`src/rtl/exe_mem_req_pkg.sv`:
```
// Shared constants and types for the EXE-stage memory request unit.
package exe_mem_req_pkg;

  localparam logic [1:0] MEM_SIZE_B = 2'd0;
  localparam logic [1:0] MEM_SIZE_H = 2'd1;
  localparam logic [1:0] MEM_SIZE_W = 2'd2;

  localparam int unsigned EMR_CNT_W = 2;

  typedef enum logic [1:0] {
    EMR_IDLE,
    EMR_REQ,
    EMR_ACK
  } emr_state_e;

endpackage

```
`src/rtl/exe_mem_req_if.sv`:
```
// Data-SRAM request/response channel between the EXE issue unit and memory.
interface exe_mem_req_if;

  logic        data_sram_req;
  logic        data_sram_wr;
  logic [1:0]  data_sram_size;
  logic [31:0] data_sram_addr;
  logic [3:0]  data_sram_wstrb;
  logic [31:0] data_sram_wdata;
  logic        data_sram_addr_ok;
  logic        data_sram_data_ok;

  modport master (
    output data_sram_req,
    output data_sram_wr,
    output data_sram_size,
    output data_sram_addr,
    output data_sram_wstrb,
    output data_sram_wdata,
    input  data_sram_addr_ok,
    input  data_sram_data_ok
  );

  modport slave (
    input  data_sram_req,
    input  data_sram_wr,
    input  data_sram_size,
    input  data_sram_addr,
    input  data_sram_wstrb,
    input  data_sram_wdata,
    output data_sram_addr_ok,
    output data_sram_data_ok
  );

endinterface

```
`src/rtl/exe_mem_req_mem_store_align.sv`:
```
// Byte-lane strobes, replicated write data and misalignment detect for one access.
module mem_store_align
  import exe_mem_req_pkg::*;
(
  input  logic [1:0]  mem_size,
  input  logic [1:0]  addr_lo,
  input  logic [31:0] store_data,
  input  logic        op_store,
  output logic [3:0]  wstrb,
  output logic [31:0] wdata,
  output logic        misalign
);

  // Decode size into lanes; loads never assert strobes.
  always_comb begin
    wstrb    = 4'h0;
    wdata    = store_data;
    misalign = 1'b0;
    case (mem_size)
      MEM_SIZE_B: begin
        wstrb = 4'b0001 << addr_lo;
        wdata = {4{store_data[7:0]}};
      end
      MEM_SIZE_H: begin
        wstrb    = 4'b0011 << {addr_lo[1], 1'b0};
        wdata    = {2{store_data[15:0]}};
        misalign = addr_lo[0];
      end
      default: begin
        wstrb    = 4'hF;
        misalign = |addr_lo;
      end
    endcase
    if (!op_store) begin
      wstrb = 4'h0;
    end
  end

endmodule

```
`src/rtl/exe_mem_req.sv`:
```
// EXE-stage data-SRAM request issue with outstanding/discard tracking.
// Optional build macro EXE_ALE_CHECK_EN: misaligned accesses raise es_ale and
// issue no request; without it es_ale is 0 and the raw address is sent.
module exe_mem_req
  import exe_mem_req_pkg::*;
(
  input  logic          clk,
  input  logic          reset,
  input  logic          es_valid,
  input  logic          op_load,
  input  logic          op_store,
  input  logic [1:0]    mem_size,
  input  logic [31:0]   mem_addr,
  input  logic [31:0]   store_data,
  input  logic          es_pre_ex,
  input  logic          ms_ex,
  input  logic          wb_ex,
  input  logic          ms_allowin,
  output logic          es_mem_ready,
  output logic          es_ale,
  output logic          es_wait_data_ok,
  output logic          ms_data_ok,
  exe_mem_req_if.master sram
);

  emr_state_e           state_q, state_d;
  logic                 cancel_q, cancel_d;
  logic [EMR_CNT_W-1:0] out_cnt_q, out_cnt_d;
  logic [EMR_CNT_W-1:0] discard_q, discard_d;

  logic        wr_q;
  logic [1:0]  size_q;
  logic [31:0] addr_q;
  logic [3:0]  wstrb_q;
  logic [31:0] wdata_q;

  logic        mem_op, misalign, kill, issue, accept, ready_st;
  logic        addr_ok, data_ok;
  logic [3:0]  wstrb_c;
  logic [31:0] wdata_c;

  assign addr_ok = sram.data_sram_addr_ok;
  assign data_ok = sram.data_sram_data_ok;
  assign mem_op  = op_load | op_store;

  mem_store_align u_align (
    .mem_size   (mem_size),
    .addr_lo    (mem_addr[1:0]),
    .store_data (store_data),
    .op_store   (op_store),
    .wstrb      (wstrb_c),
    .wdata      (wdata_c),
    .misalign   (misalign)
  );

`ifdef EXE_ALE_CHECK_EN
  assign es_ale = es_valid & mem_op & misalign;
`else
  logic unused_misalign;
  assign unused_misalign = misalign;
  assign es_ale          = 1'b0;
`endif

  assign kill            = es_pre_ex | es_ale | ms_ex | wb_ex;
  assign issue           = es_valid & mem_op & ~kill;
  assign accept          = sram.data_sram_req & addr_ok;
  assign es_wait_data_ok = mem_op & ~kill;
  assign ms_data_ok      = data_ok & (discard_q == '0);

  // State register.
  always_ff @(posedge clk) begin
    if (reset) state_q <= EMR_IDLE;
    else       state_q <= state_d;
  end

  // Next-state: once a request is on the bus it is held until accepted.
  always_comb begin
    state_d = state_q;
    unique case (state_q)
      EMR_IDLE: begin
        if (issue && addr_ok)  state_d = ms_allowin ? EMR_IDLE : EMR_ACK;
        else if (issue)        state_d = EMR_REQ;
      end
      EMR_REQ: begin
        if (addr_ok) begin
          if (cancel_q || wb_ex) state_d = EMR_IDLE;
          else                   state_d = ms_allowin ? EMR_IDLE : EMR_ACK;
        end
      end
      EMR_ACK: begin
        if (wb_ex || (ms_allowin && es_valid)) state_d = EMR_IDLE;
      end
      default: state_d = EMR_IDLE;
    endcase
  end

  // Outputs: IDLE drives the live operands, REQ replays the captured ones.
  always_comb begin
    sram.data_sram_req   = 1'b0;
    sram.data_sram_wr    = op_store;
    sram.data_sram_size  = mem_size;
    sram.data_sram_addr  = mem_addr;
    sram.data_sram_wstrb = wstrb_c;
    sram.data_sram_wdata = wdata_c;
    ready_st             = 1'b0;
    unique case (state_q)
      EMR_IDLE: begin
        sram.data_sram_req = issue;
        ready_st           = addr_ok;
      end
      EMR_REQ: begin
        sram.data_sram_req   = 1'b1;
        sram.data_sram_wr    = wr_q;
        sram.data_sram_size  = size_q;
        sram.data_sram_addr  = addr_q;
        sram.data_sram_wstrb = wstrb_q;
        sram.data_sram_wdata = wdata_q;
        ready_st             = addr_ok & ~cancel_q;
      end
      EMR_ACK:  ready_st = 1'b1;
      default:  ready_st = 1'b0;
    endcase
    // SRAM side sees the reset in the same cycle, even mid-REQ.
    if (reset) sram.data_sram_req = 1'b0;
    es_mem_ready = es_valid & (~mem_op | kill | ready_st);
  end

  // Capture the request operands while it is first presented from IDLE.
  always_ff @(posedge clk) begin
    if (reset) begin
      wr_q    <= 1'b0;
      size_q  <= 2'd0;
      addr_q  <= '0;
      wstrb_q <= 4'h0;
      wdata_q <= '0;
    end else if (state_q == EMR_IDLE && issue) begin
      wr_q    <= op_store;
      size_q  <= mem_size;
      addr_q  <= mem_addr;
      wstrb_q <= wstrb_c;
      wdata_q <= wdata_c;
    end
  end

  // Cancel flag and outstanding/discard counter next-state.
  always_comb begin
    out_cnt_d = out_cnt_q + EMR_CNT_W'(accept) - EMR_CNT_W'(data_ok);
    cancel_d  = 1'b0;
    discard_d = discard_q;
    if (state_q == EMR_REQ) begin
      cancel_d = addr_ok ? 1'b0 : (cancel_q | wb_ex);
    end
    if (wb_ex) begin
      // A REQ accepted this very cycle is already part of out_cnt_d.
      discard_d = out_cnt_d;
    end else begin
      if (state_q == EMR_REQ && addr_ok && cancel_q) discard_d = discard_d + EMR_CNT_W'(1);
      if (data_ok && discard_q != '0)                 discard_d = discard_d - EMR_CNT_W'(1);
    end
  end

  // Counter and cancel registers.
  always_ff @(posedge clk) begin
    if (reset) begin
      cancel_q  <= 1'b0;
      out_cnt_q <= '0;
      discard_q <= '0;
    end else begin
      cancel_q  <= cancel_d;
      out_cnt_q <= out_cnt_d;
      discard_q <= discard_d;
    end
  end

  out_cnt_limit: assert property (@(posedge clk) disable iff (reset)
    out_cnt_q != EMR_CNT_W'(3));

endmodule

```
`src/flat_wrapper.sv`:
```
// flat-port wrapper written by rule: the top's interface ports become plain ports
module exe_mem_req_flat import exe_mem_req_pkg::*;
  (clk, reset, es_valid, op_load, op_store, mem_size, mem_addr, store_data, es_pre_ex, ms_ex, wb_ex, ms_allowin, es_mem_ready, es_ale, es_wait_data_ok, ms_data_ok, sram_data_sram_req, sram_data_sram_wr, sram_data_sram_size, sram_data_sram_addr, sram_data_sram_wstrb, sram_data_sram_wdata, sram_data_sram_addr_ok, sram_data_sram_data_ok);
  exe_mem_req_if sram_i ();
  input  logic clk;
  input  logic reset;
  input  logic es_valid;
  input  logic op_load;
  input  logic op_store;
  input  logic [1:0] mem_size;
  input  logic [31:0] mem_addr;
  input  logic [31:0] store_data;
  input  logic es_pre_ex;
  input  logic ms_ex;
  input  logic wb_ex;
  input  logic ms_allowin;
  output logic es_mem_ready;
  output logic es_ale;
  output logic es_wait_data_ok;
  output logic ms_data_ok;
  output wire logic [$bits(sram_i.data_sram_req)-1:0] sram_data_sram_req;
  output wire logic [$bits(sram_i.data_sram_wr)-1:0] sram_data_sram_wr;
  output wire logic [$bits(sram_i.data_sram_size)-1:0] sram_data_sram_size;
  output wire logic [$bits(sram_i.data_sram_addr)-1:0] sram_data_sram_addr;
  output wire logic [$bits(sram_i.data_sram_wstrb)-1:0] sram_data_sram_wstrb;
  output wire logic [$bits(sram_i.data_sram_wdata)-1:0] sram_data_sram_wdata;
  input wire logic [$bits(sram_i.data_sram_addr_ok)-1:0] sram_data_sram_addr_ok;
  input wire logic [$bits(sram_i.data_sram_data_ok)-1:0] sram_data_sram_data_ok;
  assign sram_data_sram_req = sram_i.data_sram_req;
  assign sram_data_sram_wr = sram_i.data_sram_wr;
  assign sram_data_sram_size = sram_i.data_sram_size;
  assign sram_data_sram_addr = sram_i.data_sram_addr;
  assign sram_data_sram_wstrb = sram_i.data_sram_wstrb;
  assign sram_data_sram_wdata = sram_i.data_sram_wdata;
  assign sram_i.data_sram_addr_ok = sram_data_sram_addr_ok;
  assign sram_i.data_sram_data_ok = sram_data_sram_data_ok;
  exe_mem_req u_core (.clk(clk), .reset(reset), .es_valid(es_valid), .op_load(op_load), .op_store(op_store), .mem_size(mem_size), .mem_addr(mem_addr), .store_data(store_data), .es_pre_ex(es_pre_ex), .ms_ex(ms_ex), .wb_ex(wb_ex), .ms_allowin(ms_allowin), .es_mem_ready(es_mem_ready), .es_ale(es_ale), .es_wait_data_ok(es_wait_data_ok), .ms_data_ok(ms_data_ok), .sram(sram_i));
endmodule
```
`config.mk`:
```
export PLATFORM = sky130hd
export DESIGN_NAME = exe_mem_req_flat
export DESIGN_NICKNAME = d
export VERILOG_FILES = /design/src/rtl/exe_mem_req_pkg.sv /design/src/rtl/exe_mem_req_if.sv /design/src/rtl/exe_mem_req_mem_store_align.sv /design/src/rtl/exe_mem_req.sv /design/src/flat_wrapper.sv
export SDC_FILE = /design/constraint.sdc
export NUM_CORES = 1
export LEC_CHECK = 0
export BUFFER_PORTS_ARGS = -buffer_cell sky130_fd_sc_hd__buf_2
export CAP_MARGIN = 20
export CORE_ASPECT_RATIO = 1.2
export CORE_UTILIZATION = 45
export DETAILED_ROUTE_END_ITERATION = 7
export GPL_TIMING_DRIVEN = 0
export PLACE_DENSITY_LB_ADDON = 0.3
export SYNTH_ARGS = -nofsm -noshare
export SYNTH_HDL_FRONTEND = slang
export SYNTH_HIERARCHICAL = 1
export SYNTH_SLANG_ARGS = --single-unit
```
`constraint.sdc`:
```
create_clock -name clk -period 4.65 [get_ports clk]
set_clock_uncertainty 0.2 [all_clocks]
set_input_delay 0.93 -clock clk [delete_from_list [all_inputs] [get_ports clk]]
set_output_delay 0.93 -clock clk [all_outputs]
set_load 0.02 [all_outputs]
```
==> summary.txt <==
DP Worst Slack = 1.32 ns
H-tree depth = 3
First-pass GRT wire length = 18900 um
Via/cell ratio = 5.08
Tmin final = 3.34 ns
Min-Delay Endpoint = u_core/addr_q[0]
Total Power = 1810 uW
Area Overhead vs Synth = 27.5%
Critical path launch point type = input port
Slew @ Worst Pin = 0.751 ns
Post-synthesis net count = 586
RR Startpoint = u_core/state_q[0]
Sink Count = 78
Worst hold stages = 2
Number of global-route vias before repair = 3924
Setup WS post-layout = 1.31 ns
DRT Pass-1 Iters = 4
Routed Wire Length = 11900 um
Static leakage power = 0.00230 uW
Top Ports = 153
Sequential cell area = 0.00156 mm2
CTS tree = built
Die area = 0.0104 mm2
CTS Buf Count = 9
Arr. time, crit path = 2.21 ns
Hold Crit Class = flop to flop
Fin area = 0.00576 mm2
Status = finished clean
Worst vdd ir = 0.242 mV
Clock transition at the registers of the reported paths = 0.06 ns
DRC violations left = 0
Final non-filler cell total = 796
CTS Buffer Depth = 2
GRT Overall Usage = 23.0%
Nets = 747
Fin crit share = 71.7%
Clock Latency Late Sink = 0.33 ns
Root Buffer = clkbuf_16
Antenna viol nets, final = 0
Yosys warns = 6
Post-cts resize count = 0
FMAX = 0.300 GHz
RePlAce Congestion = 0.854
WP data required = 3.52 ns
Initial antenna violation count = 1
Die W = 93.4 um
Avg WL per Cell = 14.9 um
RSZ-0062 raised after global routing = no
Number of vias in the routed layout = 4044
Reg2Reg Depth = 10
Layout cells sized above 1 = 49.0%
Multi-input gate area = 0.00258 mm2
DP Cell Count = 779
Hold path startpoint = u_core/addr_q[0]
Detailed-placement wirelength estimate = 8950 um
Max-cap viol count = 0
# Post-CTS Setup Buffers = 0
DP Area = 0.00542 mm2
Initial Utilization = 47.0%
Crit Path Category = input port to output port
Num rows = 39
P per Cell Area = 314 mW/mm2
Fillcell total = 908
Crit path capture type = output port
Final Hold Vio Count = 0
Core area = 0.00961 mm2
DRT iter0 DRCs = 163
GRT overflow = 0
Avg Cell Area, Syn = 8.92 um2
Max FO, Critical Path = 8
R2r endpoint = u_core/discard_q[1]
Syn Inst Count = 506
Cell area after synthesis = 0.00452 mm2
Largest net degree at the start of global routing = 13
Die height = 112 um
Flop-to-flop setup slack = 2.42 ns
Port buffer count = 150
Setup TNS = 0 ns
Final setup fails = 0
Slew Limit Fails = 0
Rel. slew slack = 50.0%
Hold buffer count at CTS = 0
## sequential cells by signal, summed over array words and instances (netlist names)
register,count
u_core/wstrb_q,4
u_core/state_q,2
u_core/addr_q,32
u_core/size_q,2
u_core/out_cnt_q,2
u_core/cancel_q,1
u_core/wdata_q,32
u_core/wr_q,1
u_core/discard_q,2
## worst max-delay path by stage
stage,startpoint,to,slack (ns),depth (start not counted)
floorplan,op_store,es_mem_ready,1.53,3
global placement,mem_size[0],sram_data_sram_wdata[14],1.35,5
detailed placement,mem_size[0],sram_data_sram_wdata[14],1.32,5
CTS,mem_size[0],sram_data_sram_wdata[14],1.32,5
global route,mem_size[0],sram_data_sram_wdata[14],1.29,5
finish,mem_size[0],sram_data_sram_wdata[14],1.31,5
## cells in the final DEF (no fill, tap or decap), types with 9 or more instances in the layout
master and instances:
clkbuf_16 9, a21oi_2 48, mux2i_1 9, buf_2 161, mux2_1 16, a21oi_1 26, buf_4 16, mux2_2 71
nand2_1 153, dfxtp_1 78
## final cells by class
class                           instances  share of cell area (%)
Inverter                                5                   0.326
Clock buffer                           13                    4.69
Antenna cell                            1                  0.0435
Multi-Input combinational cell        378                    44.9
Timing Repair Buffer                  150                    13.0
Clock inverter                          3                    1.13
Buffer                                 45                    6.11
Sequential cell                        78                    27.1
Tap cell                              123                    2.67
## critical path, stage by stage
cell	delay, ns
buf_2	0.15
nor2_4	0.27
mux2_1	0.40
mux2_2	0.28
buf_2	0.16
## where the power goes
group          internal (uW)  leakage, uW  total, uW  switching, uW
logic                    144      0.00151        336            192
registers                685     0.000631        693           8.34
clock network            513     0.000166        779            266
## stage by stage
stage / utilization (%) / hold WS [ns]
final: 59.9 / 0.252
after global routing: 59.9 / 0.275
after floorplan: - / 0.233
after CTS: 59.9 / 0.255
after detailed placement: 56.4 / 0.246
after global placement: 56.4 / 0.238
## routing by layer
| layer | vias up | part of all wire (%) | global-route usage (%) | wire length (um) |
|---|---|---|---|---|
| li1 | 2025 | - | - | - |
| met5 | - | 0 | 0 | 0 |
| met3 | 16 | 6.3 | 6.01 | 754 |
| met4 | 0 | 2.0 | 8.51 | 241 |
| met2 | 135 | 48 | 38.7 | 5720 |
| met1 | 1868 | 44 | 28.0 | 5180 |
Note: power is estimated with default switching activity, not from simulation.
